===== src/rtl/tl_request_ctrl.sv =====
// tl_request_ctrl
//   Input conditioning in front of the traffic-light FSM. Both raw inputs are
//   brought into the clock domain with a 2-FF synchroniser and then debounced.
//   A rising edge of the debounced button becomes a one-cycle start request.
//   After each start pulse a lockout window runs, so two start pulses are
//   always at least LOCKOUT cycles apart.
//
// Ports
//   clk50m   in   system clock (50 MHz)
//   rst      in   asynchronous reset, active-high; every flop returns to 0
//   btn_i    in   raw pedestrian button, asynchronous and bouncing, 1 = pressed
//   night_i  in   raw night switch, asynchronous and bouncing
//   start    out  registered one-cycle request pulse to the traffic-light FSM
//   night    out  registered debounced night level
//   pending  out  registered; a request is stored until the lockout expires
//
// Parameters
//   CNT_WIDTH   width of the debounce counters
//   DEBOUNCE    consecutive stable cycles needed to accept a change (>= 1)
//   LOCK_WIDTH  width of the lockout counter
//   LOCKOUT     minimum spacing between start pulses, in cycles (>= 2)
//
// Configuration macro
//   TL_REQ_PENDING_EN  when defined, one request made during the lockout is
//                      stored and issued on expiry. When undefined, requests
//                      during the lockout are dropped and pending is tied to 0.

module tl_request_ctrl #(
  parameter int CNT_WIDTH  = 16,
  parameter int DEBOUNCE   = 50000,
  parameter int LOCK_WIDTH = 24,
  parameter int LOCKOUT    = 10000000
) (
  input  logic clk50m,
  input  logic rst,
  input  logic btn_i,
  input  logic night_i,
  output logic start,
  output logic night,
  output logic pending
);

  localparam logic [CNT_WIDTH-1:0]  DEB_LAST  = CNT_WIDTH'(DEBOUNCE - 1);
  localparam logic [LOCK_WIDTH-1:0] LOCK_LOAD = LOCK_WIDTH'(LOCKOUT - 1);

  typedef enum logic {
    READY = 1'b0,
    LOCK  = 1'b1
  } state_t;

  // Bit 0 carries the button, bit 1 the night switch.
  logic [1:0]           raw;
  logic [1:0]           sync1_reg;
  logic [1:0]           sync2_reg;
  logic [1:0]           stable_reg;
  logic [CNT_WIDTH-1:0] cnt_reg [2];
  logic [1:0]           accept;
  logic                 btn_prev_reg;
  logic                 btn_event;
  logic                 req_ok;

  state_t               state_reg;
  state_t               state_next;
  logic [LOCK_WIDTH-1:0] lock_reg;
  logic [LOCK_WIDTH-1:0] lock_next;
  logic                 start_reg;
  logic                 start_next;

  assign raw = {night_i, btn_i};

  // accept: the synchronised value has disagreed with the stable value for
  // DEBOUNCE consecutive cycles, so the stable register takes it this edge.
  for (genvar gi = 0; gi < 2; gi++) begin : g_accept
    assign accept[gi] = (sync2_reg[gi] != stable_reg[gi]) && (cnt_reg[gi] == DEB_LAST);
  end

  always_ff @(posedge clk50m or posedge rst) begin
    if (rst) begin
      sync1_reg    <= '0;
      sync2_reg    <= '0;
      stable_reg   <= '0;
      cnt_reg[0]   <= '0;
      cnt_reg[1]   <= '0;
      btn_prev_reg <= 1'b0;
    end else begin
      sync1_reg    <= raw;
      sync2_reg    <= sync1_reg;
      btn_prev_reg <= stable_reg[0];
      for (int i = 0; i < 2; i++) begin
        if (sync2_reg[i] == stable_reg[i]) begin
          // Agreement (or a glitch that went away): restart the count.
          cnt_reg[i] <= '0;
        end else if (accept[i]) begin
          stable_reg[i] <= sync2_reg[i];
          cnt_reg[i]    <= '0;
        end else begin
          cnt_reg[i] <= cnt_reg[i] + CNT_WIDTH'(1);
        end
      end
    end
  end

  assign night     = stable_reg[1];
  // Only a press (rising edge of the debounced button) is a request.
  assign btn_event = stable_reg[0] & ~btn_prev_reg;
  assign req_ok    = btn_event & ~stable_reg[1];

`ifdef TL_REQ_PENDING_EN
  logic pend_reg;
  logic pend_next;
  logic night_rise;
  logic issue;

  // Debounced night is about to rise: any stored request is discarded now.
  assign night_rise = accept[1] & sync2_reg[1];
  // A request arriving on the expiry cycle itself is treated as pending and
  // issued by the same decision, giving exactly one pulse.
  assign issue      = (pend_reg | btn_event) & ~stable_reg[1] & ~night_rise;
`endif

  always_comb begin
    state_next = state_reg;
    lock_next  = lock_reg;
    start_next = 1'b0;
`ifdef TL_REQ_PENDING_EN
    pend_next  = pend_reg;
`endif
    case (state_reg)
      READY: begin
        if (req_ok) begin
          start_next = 1'b1;
          lock_next  = LOCK_LOAD;
          state_next = LOCK;
        end
      end
      LOCK: begin
        if (lock_reg == '0) begin
`ifdef TL_REQ_PENDING_EN
          if (issue) begin
            start_next = 1'b1;
            lock_next  = LOCK_LOAD;
          end else begin
            state_next = READY;
          end
          pend_next = 1'b0;
`else
          state_next = READY;
`endif
        end else begin
          lock_next = lock_reg - LOCK_WIDTH'(1);
`ifdef TL_REQ_PENDING_EN
          if (req_ok) begin
            pend_next = 1'b1;
          end
          if (night_rise) begin
            pend_next = 1'b0;
          end
`endif
        end
      end
      default: state_next = READY;
    endcase
  end

  always_ff @(posedge clk50m or posedge rst) begin
    if (rst) begin
      state_reg <= READY;
      lock_reg  <= '0;
      start_reg <= 1'b0;
    end else begin
      state_reg <= state_next;
      lock_reg  <= lock_next;
      start_reg <= start_next;
    end
  end

`ifdef TL_REQ_PENDING_EN
  always_ff @(posedge clk50m or posedge rst) begin
    if (rst) begin
      pend_reg <= 1'b0;
    end else begin
      pend_reg <= pend_next;
    end
  end

  assign pending = pend_reg;
`else
  assign pending = 1'b0;
`endif

  assign start = start_reg;

endmodule

===== config.mk =====
export PLATFORM = sky130hd
export DESIGN_NAME = tl_request_ctrl
export DESIGN_NICKNAME = d
export VERILOG_FILES = /design/src/rtl/tl_request_ctrl.sv
export SDC_FILE = /design/constraint.sdc
export NUM_CORES = 1
export LEC_CHECK = 0
export CORE_MARGIN = 2
export CORE_UTILIZATION = 62
export CTS_CLUSTER_SIZE = 24
export DETAILED_ROUTE_END_ITERATION = 10
export GPL_TIMING_DRIVEN = 0
export PLACE_DENSITY = 0.84
export SLEW_MARGIN = 20
export SYNTH_ARGS = -nofsm -noshare
export SYNTH_HDL_FRONTEND = slang
export SYNTH_SLANG_ARGS = --single-unit

===== constraint.sdc =====
create_clock -name clk50m -period 2.8 [get_ports clk50m]
set_input_delay 0.56 -clock clk50m [delete_from_list [all_inputs] [get_ports clk50m]]
set_output_delay 0.56 -clock clk50m [all_outputs]
set_load 0.01 [all_outputs]

# Word-level counts from Yosys, hierarchy flattened
# Index checks and enable logic that the tools add are counted.
# totals
ff_bits	65
in_bits	4
# classes
n_addsub	3
eq_ne	8
mux	11
n_bitwise	7
n_reduce_logical	6
# op_table
op	n
$mux W16	4
$mux W24	2
$pmux W24 S2	1
$add A16 B1 Y16 const B	2
$eq A16 B16 Y1 const B	2
$logic_not A24 Y1	1
$sub A24 B1 Y24 const B	1
$reduce_and A2 Y1	3
$not A1 Y1	5
$ne A2 B2 Y1 const B	2
$mux W1	3
$and A1 B1 Y1	2
$eq A1 B1 Y1	2
$logic_and A1 B1 Y1	2
$ne A1 B1 Y1	2
$pmux W1 S2	1

# Depth between registers and ports, before layout
# Gate-level depths: netlist of the first run.
# depth
word_depth	5
depth_mapped	7
mapped_depth_nobuf	6

# Least setup slack after synthesis of the first run
# OpenSTA, ideal clock, no wires.
# synth_timing
kind	flip-flop to flip-flop
from	reg lock_reg[18]
to	reg lock_reg[22]
setup_ps	79
arrival_ps	1781
setup_slack_ps	940
stages_incl_launch_ff	5
synth_period_minus_slack_ps	1860
cell_sequence	dfrtp_1 -> or4_1 -> or4b_1 -> nor4_2 -> mux2i_1
# synth_between
elab_chain_len	3
elab_cells_between_ends	6
cone_classes	add/sub: 1; eq/ne: 1; mux: 2; reduce/logical: 2
# synth_rtl
item	line_no	rtl
start: declaration	64	logic [LOCK_WIDTH-1:0] lock_reg;
start signal: assignment	172	lock_reg <= lock_next;
$sub A24 B1 Y24 / $logic_not A24 Y1 (equally long branches)	150, 137	
$mux W24 / $ne A2 B2 Y1 (equally long branches)	n/a	
$pmux W24 S2 / $reduce_and A2 Y1 (equally long branches)	n/a	
# Several ways; a longest one is shown, not always the timed one. The select of a mux whose other input is x is not followed.
# A chain may end at the register's enable or synchronous reset.

# Worst setup path after layout of the first run
# layout_timing
from	reg lock_reg[4]
to	reg lock_reg[14]
# Same word-level chain as after synthesis.

==> flow_summary.ini, run 1 <==
[cts]
numClockSinks = 65
htreeDepth = 3
clk_latency_ps = 340
postCtsSetupBuffers = 0
cts_root_buf = clkbuf_8
cts_tree = done
cts_buffer_depth = 2
ctsResizeCount = 0
clkTransAtPathRegs_ps = 70
hold_buffers = 0
numCtsBuffers = 9

[job]
drv_cap = 0

[cells_and_area]
final_common_cell = dfrtp_1
final_cell_mix = dfrtp_1, nor2_1, nand2_1, mux2i_1
multi_input_area_um2 = 1600
fillers = 377
drive_above_1_share = 0.0930
antenna_cells = 0
nNetsFinal = 358
syn_to_final_growth_pct = 11.5
regArea_um2 = 1630
largest_reg_flops = 32

[sta]
finalCriticalPeriod_ps = 2160
tightestPinTransition_ps = 724
slew_viol_final = 0
hold_viol = 0
setup_viol = 0
rsz0062_at_grt = no
slew_headroom = 0.516
timing.fmax_mhz = 463
fin_tns_setup_ps = 0
fin_skew_ps = 10.7
fin_crit_sh = 0.771

[synthesis]
synth-main-ff-cell = dfrtp_1
ys_seq_elements = 65
postSynthNetCount = 341
async_reset_ff_frac = 1.00
syn_inst = 333
synth_warnings = 0
synth_cell_types = 43
synth_edf_count = 0
yosysSeqAreaShare = 0.490
syn_avg_cell_area_um2 = 9.97
synth_top_area_cell = dfrtp_1
syn_area_um2 = 3320
synth_top_area_frac = 0.490
synthTopCellsByArea = dfrtp_1, mux2i_1, nor2_1

[route]
vias_per_cell = 6.17
drtAntennaViolNets = 0
vias = 2623
drt_iter0_drc = 242
drc = 0
totalWireLength_um = 6720
wire_per_inst_um = 15.8
firstDrtPassIters = 4

[outcome]
status = complete, no violations

[global_routing]
antenna_found_initial = 0
use_met3 = 0.0600
grt_pass1_wl_um = 11900
grt_max_degree = 56
track_usage = 0.250
overflow = 0
top_usage_layer = met2
grt_pass1_vias = 2581
grt_use_met2 = 0.394
gr-usage-met1 = 0.335

[setup_path]
required_ps = 3010
crit_arrival_ps = 2360
path_max_fanout = 10
worst_path_largest_cell_delay_ps = 450
path_cells = nor4_2 > nand4_2 > buf_2 > o311ai_0 > nand2_1
startpoint_type = flop
worstSetupEndpointType = flop
slowest_stage = nor4_2
critPathKind = flop to flop

[floorplanning]
die-area_um2 = 5960
dieWidth_um = 77.2
die_height_um = 77.2
fp-row-count = 26
start_util = 0.646
core_area_um2 = 5140
ioPinCount = 7

[power_and_ir_drop]
p_leak_nw = 1.60
vdd_drop_max_v = 0.000400
power_mw = 1.86
power.density_nw_per_um2 = 502

[place]
globalplace.congestion = 0.823
port_buffers = 5
hpwl_um = 4360

[min_path]
hold_class = flop to flop
critical path, delay by kind of cell (launching register included):
kind,cells,cell delay (ps)
and+or+nand+nor,3,890
DFF,1,440
AOI/OAI and AO/OA,1,400
buffers and inverters,1,300
report_power, final:
group | switching [mW] | leakage, nW | internal [mW]
sequential | 0.00934 | 0.894 | 0.948
combinational | 0.0324 | 0.604 | 0.0168
clock | 0.369 | 0.105 | 0.483
layout make-up:
cell class / count / share of cell area
inverters: 10 / 0.0108
multi-input cells: 246 / 0.433
plain buffers: 12 / 0.0139
repair buffers: 6 / 0.0210
clock buffers: 12 / 0.0446
clock inverters: 4 / 0.0135
flip-flops and latches: 65 / 0.439
well taps: 70 / 0.0237
per-layer routing:
metal	share of wire	routed length, um	vias up
li1	-	-	1235
met1	0.46	3080	1300
met2	0.48	3240	71
met3	0.043	289	17
met4	0.017	114	0
met5	0	0	-
worst paths after layout:
check / start / end / slack [ps] / cells past startpoint
setup / recovery: lock_reg[4] / lock_reg[14] / 640 / 5
hold / removal: sync1_reg[0] / sync2_reg[0] / 350 / 0
setup reg to reg: lock_reg[4] / lock_reg[14] / 640 / 5
hold reg to reg: sync1_reg[0] / sync2_reg[0] / 350 / 0
max in group asynchronous: rst / sync2_reg[0] / 1830 / 3
min in group asynchronous: rst / cnt_reg[23] / 470 / 2
kinds of logic (layout without fill, tap and decap cells):
logic type,count (synthesis),after routing,share of synthesized area
DFF,65,65,0.490
AOI/OAI and AO/OA,28,28,0.0535
buffers and inverters,22,44,0.0268
adders and majority gates,4,4,0.0151
other,1,1,0.00113
muxes,21,21,0.0641
and+or+nand+nor,167,167,0.283
xor gates and xnor gates,25,25,0.0660
synthesized netlist by cell type, types with 3 or more instances:
master	instances
ha_1	4
o21ai_0	9
and2_1	4
xnor2_1	14
a21oi_1	8
or4b_1	3
nor4_1	12
xor2_1	11
nor3_1	9
dfrtp_1	65
nand3_1	15
nand2b_1	4
or3_1	6
and4_1	4
nand2_1	20
nor2_1	48
clkbuf_1	7
nand4_1	15
and3_1	6
inv_1	10
or4_1	3
nor4_2	5
mux2i_1	19
nor4bb_1	4
o311ai_0	3
stage by stage:
stage | hold slack [ps] | std cells | utilization | setup slack (ps) | cell area (um2)
2_1_floorplan | 331 | 333 | - | 614 | 3320
3_3_place_gp | 334 | 408 | 0.673 | -413 | 3460
3_5_place_dp | 339 | 409 | 0.678 | 668 | 3490
4_1_cts | 358 | 425 | 0.720 | 656 | 3700
5_1_grt | 364 | 425 | 0.720 | 458 | 3700
6_report | 353 | 425 | 0.720 | 642 | 3700
Power figures use the tool's default switching activity.
==> run 2, diff against run 1 <==
clock period = 2.1 ns   (was 2.8 ns; I/O delays follow)
==> flow_summary.ini, run 2 (same netlist as run 1, synthesis figures left out) <==
[route]
vias_per_cell = 6.24
drc = 0
wire_per_inst_um = 16.2
vias = 2657
drtAntennaViolNets = 0
totalWireLength_um = 6880
drt_iter0_drc = 273
firstDrtPassIters = 5

[sta]
timing.fmax_mhz = 494
tightestPinTransition_ps = 702
setup_viol = 0
fin_skew_ps = 9.53
fin_tns_setup_ps = 0
hold_viol = 0
slew_headroom = 0.531
rsz0062_at_grt = yes
fin_crit_sh = 0.964
slew_viol_final = 0
hold_slack_ps = 329
finalWorstSetupSlack_ps = 75.3
finalCriticalPeriod_ps = 2020

[place]
globalplace.congestion = 0.823
placed_area_um2 = 3490
post-place-cells = 409
port_buffers = 5
place_ws_ps = -31.5
hpwl_um = 4360

[cts]
cts_buffer_depth = 2
numClockSinks = 65
cts_tree = done
htreeDepth = 3
cts_root_buf = clkbuf_8
clk_latency_ps = 340
hold_buffers = 0
numCtsBuffers = 9
clkTransAtPathRegs_ps = 80

[cells_and_area]
nNetsFinal = 359
largest_reg_flops = 32
syn_to_final_growth_pct = 13.5
antenna_cells = 0
final_cell_mix = dfrtp_1, nor2_1, nand2_1, mux2i_1
final_util = 0.733
layout.cells.non_filler = 426
final_common_cell = dfrtp_1
design_area_um2 = 3770
drive_above_1_share = 0.115

[setup_path]
worstSetupEndpointType = flop
crit_arrival_ps = 2200
path_max_fanout = 5
critPathKind = flop to flop
required_ps = 2280
cp-startpoint = lock_reg[4]
r2r_start = lock_reg[4]
startpoint_type = flop

[power_and_ir_drop]
power_switching_uw = 549
clkPwrFrac = 0.459
power_mw = 2.48
p_seq_frac = 0.515
vdd_drop_max_v = 0.000533
p_leak_nw = 1.63
swShare = 0.222
p_int_mw = 1.93
share_comb_of_total_power = 0.026
power.density_nw_per_um2 = 658

[floorplanning]
dieWidth_um = 77.2
die_height_um = 77.2
fp-row-count = 26
ioPinCount = 7
start_util = 0.646
core_area_um2 = 5140
die-area_um2 = 5960

[global_routing]
grt_pass1_vias = 2603
grt_max_degree = 56
overflow = 0
grt_pass1_wl_um = 12000
track_usage = 0.252
antenna_found_initial = 0

[outcome]
status = complete, no violations

[job]
drv_cap = 0

[min_path]
hold_class = primary input to asynchronous set/reset pin
## run 2: power by group through the flow
| stage | Clock [mW] | Sequential, mW | Combinational, mW |
|---|---|---|---|
| 2_1_floorplan | 0 | 1.30 | 0.0416 |
| 3_3_place_gp | 0 | 1.30 | 0.0581 |
| 3_5_place_dp | 0 | 1.30 | 0.0671 |
| 4_1_cts | 1.15 | 1.28 | 0.0677 |
| 5_1_grt | 1.20 | 1.28 | 0.0759 |
| 6_report | 1.14 | 1.28 | 0.0656 |
## run 2: layout make-up
type	instances	area, um2
multi-input cells	246	1660
flip-flops and latches	65	1630
fillers	367	1370
clock buffers	12	165
repair buffers	8	92.6
well taps	70	87.6
clock inverters	4	50.0
plain buffers	11	48.8
inverters	10	40.0
## run 2: path summary, 6_finish.rpt
path / end / slack [ps] / depth (start not counted)
worst max-delay path: lock_reg[12] / 80 / 4
worst min-delay path: cnt_reg[23] / 330 / 2
worst max register to register: lock_reg[12] / 80 / 4
worst min register to register: sync2_reg[0] / 350 / 0
max in group asynchronous: sync2_reg[0] / 1260 / 3
min in group clk50m: sync2_reg[0] / 350 / 0
## run 2: what timing repair did
action,4_1_cts,5_1_grt
pin swaps,1,0
gates resized for setup,1,9
buffers inserted,2,0
endpoints found under the setup margin,3,26
endpoints found under the hold margin,0,0
## run 2: worst max-delay path, stage by stage (launching register included)
cell	delay (ps)
dfrtp_1	450
or4_4	600
or4_4	520
o21ai_0	170
o211ai_1	120
## run 2: routing by layer
| metal | vias to the layer above | share of wire | global-route usage |
|---|---|---|---|
| li1 | 1243 | - | - |
| met1 | 1302 | 0.44 | 0.335 |
| met2 | 96 | 0.49 | 0.397 |
| met3 | 16 | 0.053 | 0.0624 |
| met4 | 0 | 0.017 | 0.102 |
| met5 | - | 0 | 0 |
